## src/rtl/cpu_run_ctrl.sv

```systemverilog
// CPU clock/reset sequencer: programmable clock divider, free-run / single-step /
// burst / halt modes, step-key debounce and reset sequencing on ROM change.
module cpu_run_ctrl #(
  parameter int DEBOUNCE_CYCLES = 500000,
  parameter int RST_HOLD        = 16,
  parameter int CNT_W           = 25
) (
  input  logic             clk50M,
  input  logic             rst,
  input  logic [CNT_W-1:0] cpu_speed,
  input  logic [1:0]       mode,
  input  logic [7:0]       burst_len,
  input  logic             step_key,
  input  logic             rom_selector,
  output logic             clk_cpu,
  output logic             cpu_rst,
  output logic             busy,
  output logic [31:0]      cycle_cnt
);

  localparam int DB_W  = (DEBOUNCE_CYCLES > 1) ? $clog2(DEBOUNCE_CYCLES) : 1;
  localparam int RST_W = $clog2(RST_HOLD + 1);

  localparam logic [1:0] S_RST  = 2'd0;
  localparam logic [1:0] S_RUN  = 2'd1;
  localparam logic [1:0] S_IDLE = 2'd2;
  localparam logic [1:0] S_STEP = 2'd3;

  localparam logic [1:0] M_FREE  = 2'b00;
  localparam logic [1:0] M_STEP  = 2'b01;
  localparam logic [1:0] M_BURST = 2'b10;

  logic [1:0]       key_sync, rom_sync;
  logic             key_db, step_req, rom_prev;
  logic [DB_W-1:0]  db_cnt;
  logic [1:0]       state;
  logic [RST_W-1:0] rst_cnt;
  logic [CNT_W-1:0] div_cnt;
  logic [8:0]       remaining;
  logic             rom_change, run_en, tick, rise, fall;

  always_ff @(posedge clk50M) begin
    key_sync <= {key_sync[0], step_key};
    rom_sync <= {rom_sync[0], rom_selector};
  end

  // Level is accepted on the DEBOUNCE_CYCLES-th consecutive mismatching cycle.
  always_ff @(posedge clk50M) begin
    if (rst) begin
      key_db   <= 1'b0;
      db_cnt   <= '0;
      step_req <= 1'b0;
    end else begin
      step_req <= 1'b0;
      if (key_sync[1] == key_db) begin
        db_cnt <= '0;
      end else if (db_cnt == DB_W'(DEBOUNCE_CYCLES - 1)) begin
        key_db   <= key_sync[1];
        db_cnt   <= '0;
        step_req <= key_sync[1];
      end else begin
        db_cnt <= db_cnt + 1'b1;
      end
    end
  end

  assign rom_change = (rom_sync[1] != rom_prev);
  assign run_en     = (state != S_IDLE);
  assign tick       = (div_cnt >= cpu_speed);
  assign rise       = run_en & tick & ~clk_cpu;
  assign fall       = run_en & tick &  clk_cpu;
  assign busy       = (state != S_IDLE);

  always_ff @(posedge clk50M) begin
    if (rst) begin
      clk_cpu   <= 1'b0;
      cpu_rst   <= 1'b1;
      cycle_cnt <= '0;
      state     <= S_RST;
      rst_cnt   <= RST_W'(RST_HOLD);
      div_cnt   <= '0;
      remaining <= '0;
      rom_prev  <= rom_sync[1];
    end else begin
      rom_prev <= rom_sync[1];

      // The divider keeps running through a ROM-change reset, so the phase is preserved.
      if (!run_en) begin
        div_cnt <= '0;
      end else if (tick) begin
        div_cnt <= '0;
        clk_cpu <= ~clk_cpu;
      end else begin
        div_cnt <= div_cnt + 1'b1;
      end

      if (cpu_rst)   cycle_cnt <= '0;
      else if (rise) cycle_cnt <= cycle_cnt + 1'b1;

      if (rom_change) begin
        cpu_rst <= 1'b1;
        rst_cnt <= RST_W'(RST_HOLD);
        state   <= S_RST;
      end else begin
        case (state)
          S_RST: begin
            if (rise && rst_cnt != '0) begin
              rst_cnt <= rst_cnt - 1'b1;
            end else if (fall && rst_cnt == '0) begin
              cpu_rst <= 1'b0;
              state   <= (mode == M_FREE) ? S_RUN : S_IDLE;
            end
          end
          S_RUN: begin
            if (fall && mode != M_FREE) state <= S_IDLE;
          end
          S_IDLE: begin
            if (mode == M_FREE) begin
              state <= S_RUN;
            end else if (step_req && mode == M_STEP) begin
              remaining <= 9'd1;
              state     <= S_STEP;
            end else if (step_req && mode == M_BURST) begin
              remaining <= (burst_len == 8'd0) ? 9'd256 : {1'b0, burst_len};
              state     <= S_STEP;
            end
          end
          default: begin
            if (fall) begin
              remaining <= remaining - 1'b1;
              if (remaining == 9'd1) state <= S_IDLE;
            end
          end
        endcase
      end
    end
  end

endmodule
```

## config.mk

```make
export PLATFORM = sky130hd
export DESIGN_NAME = cpu_run_ctrl
export DESIGN_NICKNAME = d
export VERILOG_FILES = /design/src/rtl/cpu_run_ctrl.sv
export SDC_FILE = /design/constraint.sdc
export NUM_CORES = 1
export LEC_CHECK = 0
export ABC_CLOCK_PERIOD_IN_PS = 3100
export CAP_MARGIN = 25
export CORE_ASPECT_RATIO = 1.1
export CORE_MARGIN = 3
export CORE_UTILIZATION = 40
export DETAILED_ROUTE_END_ITERATION = 16
export GPL_TIMING_DRIVEN = 0
export SLEW_MARGIN = 5
export SYNTH_ARGS = -nofsm -noshare
export SYNTH_HDL_FRONTEND = slang
export SYNTH_SLANG_ARGS = --single-unit
```

## constraint.sdc

```tcl
create_clock -name clk50M -period 3.1 [get_ports clk50M]
set_input_delay 0.465 -clock clk50M [delete_from_list [all_inputs] [get_ports clk50M]]
set_output_delay 0.465 -clock clk50M [all_outputs]
set_load 0.02 [all_outputs]
```

* After elaboration in Yosys (flattened, before gate mapping)
Index checks and enable logic that the tools add are counted.
Operators by class: equal/unequal tests 15, mux-type cells 16, $add $sub $neg 5, reductions and logical operators 26, magnitude comparators 1, bitwise operators 10
Operators by type and width (count):
- two-way mux 9 bit | 5
- adder 32 x 1 -> 32 bit, second input constant | 1
- adder 25 x 1 -> 25 bit, second input constant | 1
- >= comparator 25 bit | 1
- adder 19 x 1 -> 19 bit, second input constant | 1
- == test 19 bit, second input constant | 1
- two-way mux 2 bit | 9
- one-hot mux 9 bit (2 select lines) | 1
- inequality test 2 bit, second input constant | 5
- == test 9 x 1 -> 1 bit, second input constant | 1
- OR reduction 3 bit | 3
- subtractor 9 x 1 -> 9 bit, second input constant | 1
- logical NOT 8 bit | 1
- nonzero test 4 bit | 2
- NOT 1 bit | 7
- one-hot mux 2 bit (3 select lines) | 1
- AND reduction 2 bit | 3
- AND reduction 6 bit | 1
- OR reduction 2 bit | 3
- logical AND 1 bit | 5
- logical NOT 5 bit | 1
- AND reduction 5 bit | 1
- nonzero test 5 bit | 1
- subtractor 5 x 1 -> 5 bit, second input constant | 1
- other kinds (10) | 16
Storage, ports and cells: register bits 101, word-level logic and storage cells 86, input bits 39, output and inout port bits 35

* Longest topological paths before layout
depth in word-level cells 7, depth in mapped cells 11

* Worst setup path after synthesis
No wires, ideal clock.
path type input port to flip-flop, from in cpu_speed[24], to reg div_cnt[5], arrival time 2.442 ns, setup slack 0.594 ns, stages on the path 10, setup time 0.064 ns, path buffers 2, cell sequence inv_1 -> ha_1 -> nand4_2 -> nor2_1 -> a221oi_1 -> o211ai_2 -> or4_1 -> clkbuf_1 -> buf_2 -> nor2_1
On the way: longest elaborated chain between the ends 2
RTL lines:
- start, declared | RTL line 10 | input logic [CNT_W-1:0] cpu_speed,
- >= comparator 25 bit | RTL line 69 | assign tick = (div_cnt >= cpu_speed);
- OR reduction 3 bit (no line)
- end signal, assigned | RTL line 94 | div_cnt <= div_cnt + 1'b1;
- end, declared | RTL line 38 | logic [CNT_W-1:0] div_cnt;
No other way between the ends. A chain may end at the register's enable or synchronous reset.

* Worst setup path in the final report
from in cpu_speed[24], to reg cycle_cnt[19]
On the way: longest elaborated chain between the ends 3
RTL lines:
- >= comparator 25 bit | RTL line 69
- AND 1 bit (2 in a row) | RTL line 70 | assign rise = run_en & tick & ~clk_cpu;
- end signal, assigned | RTL line 98 | else if (rise) cycle_cnt <= cycle_cnt + 1'b1;
- end, declared | RTL line 18 | output logic [31:0] cycle_cnt
No other way between the ends.

==> flow_summary.ini <==
[status]
status = completed

[sta]
hold_ws_ps = 325.0
tightest_slew_ps = 707.6
min_period_over_period_pct = 93.99
max_freq_mhz = 343.2
setup_viol = 0
skew_ps = 10.78
period_needed_ps = 2914
drv_slew = 0
finalSetupTns_ps = 0
finalHoldViolCount = 0
maxSlewHeadroom_pct = 52.39

[flow_run]
cap_violations = 0

[placed_design]
place_hpwl_um = 9839
portBuffers = 73
gp_congestion = 0.7972
placed_area_um2 = 6270

[cells_and_area]
syn2layout_area_growth_pct = 25.64
drive_gt1_share_pct = 5.668
fin_util_pct = 52.20
n_antenna_cell = 0
nets = 807
fill_cells = 1203
stdcell_area_um2 = 6713

[cts]
holdBufCountCts = 0
htreeDepth = 3
path_clk_slew_ps = 70
cts_tree = yes
clock_path_buffers = 2
clockRootBuffer = clkbuf_16
clk_latency_ps = 340
cts_sinks = 101
cts_made_buffers = 9

[yosys]
ys.flop_type = dfxtp_1
avgSynthCellArea_um2 = 8.258
synth.cell_area_um2 = 5343
synth-seq-area-share_pct = 37.85
syn_nets = 718
yosysUniqueCellTypes = 52
syn_inst = 647
synth-warning-count = 0
yosys_register_bits = 101
async_flop_share_pct = 0
synth-edff-count = 0

[setup_path]
required_ps = 3370
crit_path_end_kind = flip-flop
critical_path_arrival_ps = 3190
reg2reg_from = div_cnt[6]
critPathMaxFanout = 10
critPathKind = in -> reg
cp-startpoint = cpu_speed[24]
cp-start-kind = input port

[global_route]
grt_max_degree = 16
grt_use_total_pct = 18.34
gr-total-overflow = 0
antenna_found_initial = 0
grt_pass1_vias = 4663
grt_pass1_wl_um = 22270

[floorplanning]
core_um2 = 12860
start_util_pct = 41.55
die_x_um = 116.2
std_cell_rows = 43
io_pins = 74
die_y_um = 127.2
fp.dieArea_um2 = 14780

[power_and_ir_drop]
seqPwrFrac_pct = 49.3
total_leakage_power_nw = 2.420
ir_drop_v = 0.0002846
p_int_mw = 2.125
p_sw_mw = 0.5374
combPwrFrac_pct = 4.6
power_mw = 2.662
powerDensity_nw_per_um2 = 396.6
p_sw_share_pct = 20.19
pwr-share-clk_pct = 46.1

[drt]
drt_first_pass_iters = 4
viasPerCell = 5.411
num_vias = 4859
wl_per_cell_um = 14.84
drt_iter0_markers = 255
drc_errors = 0
drtAntennaViolNets = 0
routed_wl_um = 13320

[worst_hold_path]
worstHoldStart = rom_sync[0]
hold_class = reg -> reg
-- area by class of cell --
cell class / count / area, µm² / area share [%]
multi-input combinational: 478 / 3117 / 46.43
sequential: 101 / 2022 / 30.12
timing repair buffer: 79 / 775.7 / 11.56
clock buffer: 13 / 260.3 / 3.877
tap: 157 / 196.4 / 2.926
inverter: 43 / 161.4 / 2.404
buffer: 24 / 112.6 / 1.678
clock inverter: 3 / 67.56 / 1.007
-- cell usage in the layout, fill, tap and decap left out, drive strengths merged, types with 12 or more instances in the layout --
master,n
nor2,90
o31ai,12
nand4,25
ha,32
nand2,42
inv,43
xnor2,15
dfxtp,101
o21ai,24
or4,14
clkbuf,31
nand3,31
xor2,41
nor3,13
clkdlybuf4s50,73
a21oi,39
buf,12
-- layer usage --
metal / global-route usage, % / up-vias / wire [µm]
li1: - / 2484 / -
met1: 24.68 / 2261 / 6270
met2: 29.56 / 95 / 6345
met3: 2.605 / 19 / 478
met4: 7.235 / 0 / 227
met5: 0 / - / 0
-- through the flow --
step / setup slack (ps) / std cells
CTS: 42.43 / 893
finish: 186.4 / 898
floorplan: 594.2 / 647
global route: -11.16 / 898
global placement: -467.8 / 877
detailed placement: -525.1 / 877
-- power by group through the flow --
stage	Clock, mW	Sequential [mW]	Combinational, mW
2_1_floorplan	0	1.34	0.0543
3_3_place_gp	0	1.34	0.120
3_5_place_dp	0	1.34	0.122
4_1_cts	1.26	1.31	0.125
5_1_grt	1.33	1.31	0.138
6_report	1.23	1.31	0.124
-- sequential cells by signal, indices dropped and copies added, names as in the netlist --
signal	cells
cycle_cnt	32
div_cnt	25
db_cnt	19
remaining	9
rst_cnt	5
key_sync	2
rom_sync	2
state	2
clk_cpu	1
cpu_rst	1
key_db	1
rom_prev	1
step_req	1
-- cells by family after synthesis --
group	synth area share [%]
and+or+nand+nor	25.08
xor gates and xnor gates	9.180
buffers and inverters	5.105
AOI/OAI and AO/OA	14.54
DFF	37.85
muxes	0.5621
adders and majority gates	7.681
-- worst max-delay path, cell delays in order --
cell	delay (ps)
clkdlybuf4s50_1	460
inv_1	40
ha_1	320
nand4_2	230
nor4_4	330
nand3_1	160
o211ai_4	210
o21ai_4	140
buf_6	170
or4_1	510
a21oi_1	150
-- repair_timing --
item / in CTS / in global routing
gates resized for setup: 5 / 9
hold endpoints to repair: 0 / 0
pin swaps: 1 / 3
buffers inserted: 0 / 6
endpoints found under the setup margin: 49 / 48
-- synthesized netlist by cell type (5+ instances only) --
cell type	instances	area, µm²
dfxtp_1	101	2022
nor2_1	89	334.1
inv_1	43	161.4
nand2_1	42	157.7
xor2_1	41	359.1
a21oi_1	39	195.2
ha_1	32	400.4
nand3_1	31	155.2
nand4_1	24	150.1
o21ai_0	21	105.1
clkbuf_1	18	67.56
xnor2_1	15	131.4
or4_1	14	105.1
nor3_1	13	65.06
o31ai_1	12	90.09
and3_1	11	68.82
or3_1	10	62.56
o211ai_1	9	67.56
nor4_1	8	50.05
and4_1	7	61.31
a211oi_1	6	45.04
o2111ai_1	6	52.55
buf_2	5	25.02
-- path summary, 6_finish.rpt --
| path | endpoint | slack, ps | depth (start not counted) |
|---|---|---|---|
| setup reg to reg | cycle_cnt[1] | 450 | 10 |
| hold reg to reg | rom_sync[1] | 320 | 0 |
| hold / removal | rom_sync[1] | 320 | 0 |
| setup / recovery | cycle_cnt[19] | 190 | 11 |
No activity file was read; power rests on OpenSTA's default activity.
